## src/rtl/vr_vc_converter_if.sv

```systemverilog
// Handshake bundle for the valid/ready to valid/credit converter.
// slave is the converter's view, master is the driver/receiver side.
interface vr_vc_converter_if #(
    parameter int DATA_WIDTH = 8,
    parameter int CREDIT_NUM = 2
);
    localparam int CNT_W = $clog2(CREDIT_NUM + 1);

    logic [DATA_WIDTH-1:0] s_data_i;
    logic                  s_valid_i;
    logic                  s_ready_o;
    logic [DATA_WIDTH-1:0] m_data_o;
    logic                  m_valid_o;
    logic                  m_credit_i;
    logic [CNT_W-1:0]      credit_cnt_o;
    logic                  credit_ovf_o;

    modport slave (
        input  s_data_i, s_valid_i, m_credit_i,
        output s_ready_o, m_data_o, m_valid_o, credit_cnt_o, credit_ovf_o
    );

    modport master (
        output s_data_i, s_valid_i, m_credit_i,
        input  s_ready_o, m_data_o, m_valid_o, credit_cnt_o, credit_ovf_o
    );
endinterface

```

## src/rtl/vr_vc_converter.sv

```systemverilog
// Valid/ready to valid/credit converter: 1-cycle registered output, no data buffering;
// backpressure only via s_ready_o, which is high whenever a downstream credit is held.
module vr_vc_converter #(
    parameter int DATA_WIDTH = 8,
    parameter int CREDIT_NUM = 2
) (
    input logic             clk,
    input logic             rst,
    vr_vc_converter_if.slave bus
);
    localparam int              CNT_W   = $clog2(CREDIT_NUM + 1);
    localparam logic [CNT_W-1:0] CNT_MAX = CNT_W'(CREDIT_NUM);
    localparam logic [CNT_W-1:0] CNT_ONE = CNT_W'(1);

    logic [CNT_W-1:0]      cnt;
    logic                  ovf;
    logic                  vld;
    logic [DATA_WIDTH-1:0] dat;
    logic                  ready;
    logic                  accept;

    // Ready comes from the count register alone so no input reaches it combinationally.
    assign ready  = (cnt != '0);
    assign accept = bus.s_valid_i && ready;

    always_ff @(posedge clk or posedge rst) begin
        if (rst) begin
            cnt <= '0;
            ovf <= 1'b0;
            vld <= 1'b0;
            dat <= '0;
        end else begin
            case ({accept, bus.m_credit_i})
                2'b10:   cnt <= cnt - CNT_ONE;
                2'b01: begin
                    // A credit beyond the receiver's depth is a protocol error; saturate and flag it.
                    if (cnt == CNT_MAX) ovf <= 1'b1;
                    else                cnt <= cnt + CNT_ONE;
                end
                default: cnt <= cnt;
            endcase
            vld <= accept;
            if (accept) dat <= bus.s_data_i;
        end
    end

    assign bus.s_ready_o    = ready;
    assign bus.m_valid_o    = vld;
    assign bus.m_data_o     = dat;
    assign bus.credit_cnt_o = cnt;
    assign bus.credit_ovf_o = ovf;
endmodule

```

## src/flat_wrapper.sv

```systemverilog
// flat-port wrapper written by rule: the top's interface ports become plain ports
module vr_vc_converter_flat 
#(
    parameter int DATA_WIDTH = 8,
    parameter int CREDIT_NUM = 2
)
  (clk, rst, bus_s_data_i, bus_s_valid_i, bus_m_credit_i, bus_s_ready_o, bus_m_data_o, bus_m_valid_o, bus_credit_cnt_o, bus_credit_ovf_o);
  vr_vc_converter_if #(.DATA_WIDTH(DATA_WIDTH), .CREDIT_NUM(CREDIT_NUM)) bus_i ();
  input logic clk;
  input logic rst;
  input wire logic [$bits(bus_i.s_data_i)-1:0] bus_s_data_i;
  input wire logic [$bits(bus_i.s_valid_i)-1:0] bus_s_valid_i;
  input wire logic [$bits(bus_i.m_credit_i)-1:0] bus_m_credit_i;
  output wire logic [$bits(bus_i.s_ready_o)-1:0] bus_s_ready_o;
  output wire logic [$bits(bus_i.m_data_o)-1:0] bus_m_data_o;
  output wire logic [$bits(bus_i.m_valid_o)-1:0] bus_m_valid_o;
  output wire logic [$bits(bus_i.credit_cnt_o)-1:0] bus_credit_cnt_o;
  output wire logic [$bits(bus_i.credit_ovf_o)-1:0] bus_credit_ovf_o;
  assign bus_i.s_data_i = bus_s_data_i;
  assign bus_i.s_valid_i = bus_s_valid_i;
  assign bus_i.m_credit_i = bus_m_credit_i;
  assign bus_s_ready_o = bus_i.s_ready_o;
  assign bus_m_data_o = bus_i.m_data_o;
  assign bus_m_valid_o = bus_i.m_valid_o;
  assign bus_credit_cnt_o = bus_i.credit_cnt_o;
  assign bus_credit_ovf_o = bus_i.credit_ovf_o;
  vr_vc_converter #(.DATA_WIDTH(DATA_WIDTH), .CREDIT_NUM(CREDIT_NUM)) u_core (.clk(clk), .rst(rst), .bus(bus_i));
endmodule
```

## config.mk

```make
export PLATFORM = sky130hd
export DESIGN_NAME = vr_vc_converter_flat
export DESIGN_NICKNAME = d
export VERILOG_FILES = /design/src/rtl/vr_vc_converter_if.sv /design/src/rtl/vr_vc_converter.sv /design/src/flat_wrapper.sv
export SDC_FILE = /design/constraint.sdc
export NUM_CORES = 1
export LEC_CHECK = 0
export CAP_MARGIN = 20
export CORE_MARGIN = 5
export CORE_UTILIZATION = 30
export CTS_CLUSTER_SIZE = 8
export DETAILED_ROUTE_END_ITERATION = 10
export HOLD_SLACK_MARGIN = 0.1
export MAX_ROUTING_LAYER = met4
export SLEW_MARGIN = 20
export SYNTH_ARGS = -nofsm -noshare
export SYNTH_HDL_FRONTEND = slang
export SYNTH_SLANG_ARGS = --single-unit
export TNS_END_PERCENT = 20
```

## constraint.sdc

```tcl
create_clock -name clk -period 1.4 [get_ports clk]
set_input_delay 0.21 -clock clk [delete_from_list [all_inputs] [get_ports clk]]
set_output_delay 0.21 -clock clk [all_outputs]
set_load 0.005 [all_outputs]
```

---- Yosys cells after proc, flatten, opt, wreduce, memory -nomap -nowiden ----
Cells that the tools add are included.
operators by class
  add/subtract/negate cells ............... 2
  multipliers ............................. 0
  div/mod/pow operators ................... 0
  $lt $le $gt $ge ......................... 0
  equality and inequality tests ........... 4
  shift operators ......................... 0
  multiplexer cells ....................... 2
  bitwise operators ....................... 0
  reduce and logical (&&, ||, !) cells .... 5
operators by type and width
  kind                   number
  $eq A2 B2 Y1 const B   2
  $pmux W2 S2            1
  $reduce_and A2 Y1      2
  $reduce_bool A2 Y1     2
  $add A2 B1 Y2 const B  1
  $eq A2 B1 Y1 const B   1
  $mux W2                1
  $ne A2 B2 Y1 const B   1
  $sub A2 B1 Y2 const B  1
  $logic_and A1 B1 Y1    1
word-level totals
  register bits after elaboration ......... 12
  bits in latches ......................... 0
  memory bits (writable) .................. 0
  bits in read-only memories .............. 0
  input bits .............................. 12
  logic and storage cells ................. 17
  memories kept ........................... 0

---- Depth between registers and ports, before layout ----
Gate-level depths: netlist (run 1).
  depth in word-level cells ............... 5
  mapped depth ............................ 3

---- Worst setup path before layout (run 1) ----
No wires, ideal clock.
  kind .................................... register -> register
  start point ............................. reg u_core.cnt[0], in the netlist u_core.bus.credit_cnt_o[0]
  end point ............................... reg u_core.dat[0], in the netlist u_core.bus.m_data_o[0]
  data arrival time ....................... 1.125 ns
  data required time ...................... 1.275 ns
  slack ................................... 0.150 ns
  stages on the path, launching flop included .. 4
  clock period less this slack ............ 1.250 ns
  cell sequence ........................... dfrtp_1 > or2_4 > nand2_8 > mux2_4
on the way
  word-level cells in the longest chain between the ends .. 2
RTL lines
  element                 line                   text
  start, declared         vr_vc_converter.sv:15  logic [CNT_W-1:0] cnt;
  start signal, assigned  vr_vc_converter.sv:34  2'b10: cnt <= cnt - CNT_ONE;
  start signal, assigned  vr_vc_converter.sv:38  else cnt <= cnt + CNT_ONE;
  start signal, assigned  vr_vc_converter.sv:40  default: cnt <= cnt;
  $reduce_bool A2 Y1      vr_vc_converter.sv:23  assign ready = (cnt != '0);
  via bus_s_ready_o       flat_wrapper.sv:14     output wire logic [$bits(bus_i.s_ready_o)-1:0] bus_s_ready_o;
  $logic_and A1 B1 Y1     vr_vc_converter.sv:24  assign accept = bus.s_valid_i && ready;
  end signal, assigned    vr_vc_converter.sv:43  if (accept) dat <= bus.s_data_i;
  end, declared           vr_vc_converter.sv:18  logic [DATA_WIDTH-1:0] dat;
The timed path passes the listed nets, and every way through them passes these cells.
A chain may end at the register's enable or synchronous reset.

---- Worst setup path in the final report (run 1) ----
  start point ............................. reg u_core.dat[2], in the netlist u_core.bus.m_data_o[2]
  end point ............................... out bus_m_data_o[2]
RTL lines
  element        line                text
  end, declared  flat_wrapper.sv:15  output wire logic [$bits(bus_i.m_data_o)-1:0] bus_m_data_o;
No word-level cell between the ends.

==> out/results.ini, run 1 <==
[timing]
setup_tns_ns = 0
finalSetupViolations = 0
finalHoldViolations = 0
grt_setup_unrepaired = false
drv_slew = 0
skew_ns = 0.002698
post-route-min-period_ns = 1.336
slew_headroom = 0.6972
max_slew.worst_pin.slew_ns = 0.4536
post-route-period-util = 0.9545
max_freq_mhz = 748.4
fin_ws_ns = 0.06373
hold_ws_ns = 0.2484

[clocking]
clock_path_buffers = 2
clock-root-buffer = clkbuf_4
hold_buffers = 0
cts_tree = yes
htree_levels = 1
insertion_delay_ns = 0.26
clkTransAtPathRegs_ns = 0.07
cts.sinks = 12
cts_inserted_buffers = 3

[yosys]
synthTopCellsByArea = dfrtp_1 (56%), mux2_4 (22%), nand2_8 (3.7%)
ys_ff_latch = 12
synth_area_leader_cell = dfrtp_1
syn-mean-instance-area_sq_um = 14.54
synth_cells = 37
yosys.area.top_type_share = 0.5581
ys_warn_count = 0
synthDistinctLibCells = 15
yosysSeqAreaShare = 0.5581
syn_nets = 49
synth_area_sq_um = 538.0

[layout]
finalNetCount = 83
fill_cells = 168
register_area_sq_um = 300.3
antennaDiodeCount = 0
fin_util = 0.5077
multi_input_area_sq_um = 222.7
layout-drive-gt1-share = 0.2899
final_cells = 94
syn_to_final_growth_pct = 61.16
design_area_sq_um = 867.1

[drt]
vias = 386
wire_per_inst_um = 11.40
dr.pass1.iters = 2
route.met2.wl_um = 539
routed.top_layer = met4
drt_iter0_drc = 3
viasPerCell = 4.106
drt-met1-wl_um = 469
wl_mm = 1.072
postRouteAntennaNets = 0
drc = 0
wl_met3_um = 51

[critical_path]
cp.arrival_ns = 1.13
cp.required_ns = 1.19
startpoint_type = flip-flop
cp-end-kind = primary output
worstSetupPathType = reg2out
crit_chain = clkdlybuf4s50_1
crit_buf_inv = 1
cp_max_fo = 2
critPathTopFamily = buffers and inverters
r2r_slack_ns = 0.19
slowest_delay_ns = 0.51
crit_path_top_delay_cell = clkdlybuf4s50_1

[global_routing]
antenna_found_initial = 0
grt_pass1_wl_mm = 1.683
gr-usage-all-layers = 0.08603
grt_max_degree = 13
grt-ovfl-total = 0
grt_pass1_vias = 364

[die]
ioPinCount = 25
die_h_um = 52.35
rows = 15
die-area_sq_mm = 0.002741
die_x_um = 52.35
initial_core_util = 0.3150
coreArea_sq_mm = 0.001708

[placed_design]
numPortBuffers = 24
placed_area_sq_um = 839.6
dpl.hpwl_um = 837.4
dp_cells = 90
dpl_worst_slack_ns = 0.02418
place_congestion = 0.6996

[power_and_ir_drop]
p_comb_frac = 0.526
p_leak_nw = 0.4052
ir_drop_uv = 977.5
total_power_mw = 1.695
switching_share = 0.2791
p_sw_mw = 0.4730
p_per_area_mw_per_mm2 = 1954
p_clk_frac = 0.120
internal_power_mw = 1.222
power.share.sequential = 0.354

[run]
cap_violations = 0

[worst_hold_path]
hp-class = in2async

[outcome]
status = finished, final reports clean

-- layer usage --
| metal | vias to the layer above | GRT usage |
|---|---|---|
| li1 | 186 | - |
| met3 | 2 | 0.02849 |
| met2 | 9 | 0.1281 |
| met5 | - | - |
| met4 | 0 | 0.03830 |
| met1 | 189 | 0.1054 |
-- power by group through the flow --
| stage | sequential, mW | combinational [mW] | clock [mW] |
|---|---|---|---|
| final | 0.599 | 0.892 | 0.203 |
| after global routing | 0.620 | 0.952 | 0.232 |
| after CTS | 0.601 | 0.887 | 0.211 |
| after detailed placement | 0.604 | 0.910 | 0 |
| after global placement | 0.608 | 0.900 | 0 |
| after floorplan | 0.642 | 0.369 | 0 |
-- layout by cell type, fill, tap and decap left out --
cell type,netlist,routed
inv_1,4,4
clkbuf_4,0,3
dfrtp_1,12,12
mux2i_1,1,1
clkdlybuf4s50_1,0,21
a22oi_1,1,1
dlygate4sd2_1,0,2
nand2_8,1,1
a31o_2,1,1
a21oi_1,2,2
clkdlybuf4s15_1,0,1
or2_0,1,1
or2_4,1,1
mux2_4,8,8
buf_4,0,5
nand2b_1,1,1
nor2_1,1,1
and2b_2,1,1
nand2_1,1,1
xor2_1,1,1
-- timing repair --
| item | 4_1_cts | 5_1_grt |
|---|---|---|
| setup buffers | 0 | 1 |
| setup endpoints to repair | 3 | 1 |
| pin swaps | 1 | 0 |
| resized for setup | 4 | 0 |
-- final timing paths --
kind,end,startpoint,cells past startpoint
setup / recovery,bus_m_data_o[2],u_core.bus.m_data_o[2]$_DFFE_PP0P_,1
hold / removal,u_core.bus.m_data_o[3]$_DFFE_PP0P_,rst,2
setup reg to reg,u_core.bus.m_data_o[1]$_DFFE_PP0P_,u_core.bus.credit_cnt_o[1]$_DFFE_PP0P_,3
hold reg to reg,u_core.bus.credit_ovf_o$_DFFE_PP0P_,u_core.bus.credit_ovf_o$_DFFE_PP0P_,1
max in group asynchronous,u_core.bus.m_data_o[7]$_DFFE_PP0P_,rst,2
min in group clk,u_core.bus.credit_ovf_o$_DFFE_PP0P_,u_core.bus.credit_ovf_o$_DFFE_PP0P_,1
-- synth_stat cells --
cell type,count
mux2i_1,1
or2_0,1
inv_1,4
a21oi_1,2
mux2_4,8
or2_4,1
a31o_2,1
nor2_1,1
xor2_1,1
nand2_1,1
dfrtp_1,12
and2b_2,1
nand2b_1,1
a22oi_1,1
nand2_8,1
-- layout make-up --
cell class | count | share of cell area
Clock buffer | 3 | 0.02597
Inverter | 4 | 0.01732
Multi-Input combinational cell | 21 | 0.2569
Sequential cell | 12 | 0.3463
Tap cell | 25 | 0.03608
Timing Repair Buffer | 29 | 0.3175
-- flip-flops by register name, summed over array words and instances (netlist names) --
name                     count
u_core.bus.credit_cnt_o      2
u_core.bus.credit_ovf_o      1
u_core.bus.m_data_o          8
u_core.bus.m_valid_o         1
-- kinds of logic after synthesis --
family,synth area share
compound gates,0.04885
xor+xnor,0.01628
buf+inv,0.02790
flops,0.5581
mux,0.2419
simple gates,0.1070
No activity file was read; power rests on OpenSTA's default activity.
==> run 2: changes to the inputs <==
- CORE_UTILIZATION: 30 -> 35
- PLACE_DENSITY: default -> 0.7
==> out/results.ini, run 2 (synthesis results as in run 1) <==
[drt]
wl_met3_um = 54  ; +5.9%
drt-met1-wl_um = 431  ; -8.1%
dr.pass1.iters = 2  ; unchanged
vias = 370  ; -4.1%
routed.top_layer = met3
drc = 0  ; unchanged
viasPerCell = 4.405  ; +7.3%
drt_iter0_drc = 2  ; -1
postRouteAntennaNets = 0  ; unchanged
wl_um = 985  ; -8.1%
wire_per_inst_um = 11.73  ; +2.8%
route.met2.wl_um = 499  ; -7.4%

[timing]
fin_ws_ns = 0.06032  ; -0.003415 ns
grt_setup_unrepaired = false
drv_slew = 0  ; unchanged
max_freq_mhz = 746.4  ; -0.25%
slew_headroom = 0.7075  ; +0.01027
skew_ns = 0.003944  ; +0.001246 ns
finalSetupViolations = 0  ; unchanged
setup_tns_ns = 0  ; unchanged
finalHoldViolations = 0  ; unchanged
post-route-period-util = 0.9569  ; +0.002440
post-route-min-period_ns = 1.340  ; +0.003415 ns
max_slew.worst_pin.slew_ns = 0.4382  ; -0.01539 ns

[placed_design]
place_congestion = 0.6642  ; -5.1%
dpl.hpwl_um = 835.8  ; -0.19%
dpl_worst_slack_ns = 0.01495  ; -0.009231 ns
numPortBuffers = 24  ; unchanged
dp_cells = 81  ; -10%
placed_area_sq_um = 828.3  ; -1.3%

[clocking]
clock_path_buffers = 2  ; unchanged
clkTransAtPathRegs_ns = 0.07  ; about the same
cts_tree = yes
clock-root-buffer = clkbuf_4
cts_inserted_buffers = 3  ; unchanged
cts.sinks = 12  ; unchanged
htree_levels = 1  ; unchanged
insertion_delay_ns = 0.26  ; about the same
hold_buffers = 0  ; unchanged
post-cts-setup-buffers = 0  ; unchanged

[critical_path]
cp-end-kind = primary output
worstSetupPathType = reg2out
r2r_start = u_core.bus.credit_cnt_o[1]$_DFFE_PP0P_
crit_path_top_delay_cell = clkdlybuf4s50_1
cp_max_fo = 2  ; unchanged
cp.required_ns = 1.19  ; about the same
crit_chain = clkdlybuf4s50_1
critPathTopFamily = buffers and inverters
crit_buf_inv = 1  ; unchanged
r2r_slack_ns = 0.20  ; about the same
timing.rr.end = u_core.bus.m_data_o[6]$_DFFE_PP0P_
cp.arrival_ns = 1.13  ; about the same
slowest_delay_ns = 0.51  ; about the same
startpoint_type = flip-flop
r2r_cells = 3  ; unchanged

[power_and_ir_drop]
ir_drop_uv = 1064  ; +8.8%
p_leak_nw = 0.4096  ; +1.1%
total_power_mw = 1.652  ; -2.5%
p_per_area_mw_per_mm2 = 1942  ; -0.64%

[die]
die_x_um = 49.21  ; -6.0%
initial_core_util = 0.3613  ; +0.04633
ioPinCount = 25  ; unchanged
rows = 14  ; -1
die-area_sq_mm = 0.002421  ; -12%
die_h_um = 49.21  ; -6.0%
coreArea_sq_mm = 0.001489  ; -13%

[run]
cap_violations = 0  ; unchanged

[layout]
final_cell_mix = clkdlybuf4s50_1 (20), dfrtp_1 (12), mux2_4 (8)
design_area_sq_um = 850.8  ; -1.9%
largest_register_ffs = 8  ; unchanged
antennaDiodeCount = 0  ; unchanged
final_common_cell = clkdlybuf4s50_1
syn_to_final_growth_pct = 58.14
fill_cells = 124  ; -26%
finalNetCount = 82  ; -1.2%
final_cells = 84  ; -11%
layout-drive-gt1-share = 0.2794  ; -0.01044

[outcome]
status = finished, final reports clean

[global_routing]
grt_pass1_vias = 393  ; +8.0%
antenna_found_initial = 0  ; unchanged
gr-usage-all-layers = 0.09298  ; +0.006950
grt_pass1_wl_mm = 1.690  ; +0.42%
grt-ovfl-total = 0  ; unchanged
grt_max_degree = 13  ; unchanged

[worst_hold_path]
hp-class = in2async

## run 2: changes by cell type in the layout (fill, tap and decap cells not counted), sizes merged
cell / before / now
buf: 5 / 4
dlymetal6s2s: 0 / 1
clkdlybuf4s50: 21 / 20
## run 2: worst max-delay path by stage
stage / startpoint / endpoint / slack, ns / cells past startpoint
after CTS: u_core.bus.credit_cnt_o[1]$_DFFE_PP0P_ / bus_s_ready_o / 0.05 / 2
after global placement: bus_s_valid_i / u_core.bus.m_data_o[0]$_DFFE_PP0P_ / 0.04 / 4
after floorplan: u_core.bus.credit_cnt_o[0]$_DFFE_PP0P_ / u_core.bus.m_data_o[0]$_DFFE_PP0P_ / 0.15 / 3
after detailed placement: bus_s_valid_i / u_core.bus.m_data_o[3]$_DFFE_PP0P_ / 0.01 / 4
final: u_core.bus.m_data_o[0]$_DFFE_PP0P_ / bus_m_data_o[0] / 0.06 / 1
after global routing: u_core.bus.m_data_o[1]$_DFFE_PP0P_ / bus_m_data_o[1] / 0.01 / 1
## run 2: power by group
part	leakage, nW	switching [mW]	internal [mW]
logic	0.255	0.266	0.587
registers	0.140	0.0917	0.514
clock network	0.0138	0.0941	0.0991
## run 2: what timing repair did
action | in CTS | in global routing
setup endpoints to repair | 3 | 1
resized for setup | 4 | 1
hold endpoints to repair | 0 | 0
pin swaps | 1 | 0
## run 2: stage by stage
stage	hold WS, ns	utilization
final	0.2482	0.5714
after global routing	0.3121	0.5714
after CTS	0.2670	0.5697
after detailed placement	0.4551	0.5563
after global placement	0.4537	0.5563
after floorplan	0.07470	-
## run 2: metal layers
metal,track usage,vias to the layer above
met5,-,-
met4,0.02691,0
met3,0.03670,0
met2,0.1502,11
met1,0.1054,173
li1,-,186
## run 2: area by class of cell
cell class              instances  area (sq um)  area share
flip-flops and latches         12         300.3      0.3529
repair buffers                 28         270.3      0.3176
multi-input cells              21         222.7      0.2618
clock buffers                   3         22.52     0.02647
well taps                      16         20.02     0.02353
inverters                       4         15.01     0.01765
==> run 3: changes to the inputs <==
- CORE_UTILIZATION: 35 -> 37
- PLACE_DENSITY: 0.7 -> default
- PLACE_DENSITY_LB_ADDON: default -> 0.1
==> out/results.ini, run 3 (synthesis results as in run 1) <==
[die]
initial_core_util = 0.4034  ; +0.04203
ioPinCount = 25  ; unchanged
die_h_um = 48.13  ; -2.2%
rows = 13  ; -1
die-area_sq_mm = 0.002317  ; -4.3%
die_x_um = 48.13  ; -2.2%
coreArea_sq_mm = 0.001334  ; -10%

[timing]
drv_slew = 0  ; unchanged
max_slew.worst_pin.slew_ns = 0.4246  ; -0.01363 ns
grt_setup_unrepaired = false
fin_ws_ns = 0.05762  ; -0.002695 ns
finalHoldViolations = 0  ; unchanged
max_freq_mhz = 744.9  ; -0.20%
setup_tns_ns = 0  ; unchanged
slew_headroom = 0.7166  ; +0.009099
finalSetupViolations = 0  ; unchanged
post-route-min-period_ns = 1.342  ; +0.002695 ns
skew_ns = 0.003952  ; +0.000008330 ns
hold_ws_ns = 0.2314  ; -0.01678 ns
post-route-period-util = 0.9588  ; +0.001925

[clocking]
insertion_delay_ns = 0.26  ; about the same
cts_tree = yes
clock-root-buffer = clkbuf_4
htree_levels = 1  ; unchanged
clkTransAtPathRegs_ns = 0.07  ; about the same
cts.sinks = 12  ; unchanged
clock_path_buffers = 2  ; unchanged
cts_inserted_buffers = 3  ; unchanged

[critical_path]
crit_path_top_delay_cell = clkdlybuf4s50_1
worstSetupPathType = reg2out
critPathTopFamily = buffers and inverters
cp.arrival_ns = 1.13  ; about the same
slowest_delay_ns = 0.51  ; about the same
startpoint_type = flip-flop
crit_buf_inv = 1  ; unchanged
cp.required_ns = 1.19  ; about the same
cp-end-kind = primary output
cp_max_fo = 2  ; unchanged
crit_chain = clkdlybuf4s50_1

[global_routing]
antenna_found_initial = 0  ; unchanged
grt_pass1_wl_mm = 1.711  ; +1.2%
gr-usage-all-layers = 0.1172  ; +0.02425
grt-ovfl-total = 0  ; unchanged
grt_pass1_vias = 381  ; -3.1%
grt_max_degree = 13  ; unchanged

[layout]
layout-drive-gt1-share = 0.3333  ; +0.05392
largest_register_ffs = 8  ; unchanged
fill_cells = 106  ; -15%
design_area_sq_um = 894.6  ; +5.1%
fin_util = 0.6707  ; +0.09930
register_area_sq_um = 300.3  ; unchanged
final_cell_mix = clkdlybuf4s50_1 (21), dfrtp_1 (12), mux2_4 (8)
finalNetCount = 85  ; +3.7%
multi_input_area_sq_um = 222.7  ; unchanged
antennaDiodeCount = 0  ; unchanged
final_common_cell = clkdlybuf4s50_1
syn_to_final_growth_pct = 66.28

[drt]
vias = 388  ; +4.9%
drc = 0  ; unchanged
wl_mm = 1.082  ; +9.8%
viasPerCell = 4.460  ; +1.2%
postRouteAntennaNets = 0  ; unchanged
dr.pass1.iters = 3  ; +1
wire_per_inst_um = 12.44  ; +6.1%
drt_iter0_drc = 7  ; +5

[placed_design]
place_congestion = 0.7594  ; +14%
dpl_worst_slack_ns = 0.02600  ; +0.01105 ns
placed_area_sq_um = 834.6  ; +0.76%
dpl.hpwl_um = 865.7  ; +3.6%
numPortBuffers = 24  ; unchanged

[power_and_ir_drop]
p_leak_nw = 0.4269  ; +4.2%
p_per_area_mw_per_mm2 = 2043  ; +5.2%
ir_drop_uv = 1113  ; +4.7%

[worst_hold_path]
hp-class = in2async

[run]
cap_violations = 0  ; unchanged

[outcome]
status = finished, final reports clean

run 3: layout make-up:
type | count | area share
Sequential cell | 12 | 0.3357
Clock buffer | 4 | 0.04056
Multi-Input combinational cell | 21 | 0.2490
Inverter | 4 | 0.01678
Tap cell | 15 | 0.02098
Timing Repair Buffer | 31 | 0.3371
run 3: report_power, final:
| part | internal [mW] | leakage (nW) | switching, mW |
|---|---|---|---|
| sequential | 0.514 | 0.140 | 0.0935 |
| clock | 0.158 | 0.0210 | 0.106 |
| combinational | 0.670 | 0.265 | 0.286 |
run 3: what timing repair did:
item,in CTS,in global routing
hold buffers,0,0
setup buffers,1,1
pin swaps,1,1
gates resized for setup,5,1
endpoints found under the setup margin,3,1
run 3: routing by layer:
metal,up-vias,part of all wire,GRT usage,routed length (um)
met5,-,0,-,0
met4,0,0,0.03226,0
met3,0,0.10,0.05535,110
met2,17,0.50,0.1847,538
met1,178,0.40,0.1333,433
li1,193,-,-,-
run 3: path summary, 6_finish.rpt:
path                                                        start                                      to  slack [ns]  cells past startpoint
setup / recovery              u_core.bus.credit_ovf_o$_DFFE_PP0P_                        bus_credit_ovf_o        0.06                      1
hold / removal                                                rst          u_core.bus.m_valid_o$_DFF_PP0_        0.23                      2
setup reg to reg           u_core.bus.credit_cnt_o[0]$_DFFE_PP0P_      u_core.bus.m_data_o[2]$_DFFE_PP0P_        0.06                      4
hold reg to reg               u_core.bus.credit_ovf_o$_DFFE_PP0P_     u_core.bus.credit_ovf_o$_DFFE_PP0P_        0.49                      1
max in group asynchronous                                     rst  u_core.bus.credit_cnt_o[1]$_DFFE_PP0P_        0.87                      2
min in group clk              u_core.bus.credit_ovf_o$_DFFE_PP0P_     u_core.bus.credit_ovf_o$_DFFE_PP0P_        0.49                      1
run 3: through the flow:
stage                     power (mW)  cells
after floorplan                1.011     37
after global placement         1.510     81
after detailed placement       1.515     81
after CTS                      1.793     86
after global routing           1.964     87
final                          1.828     87
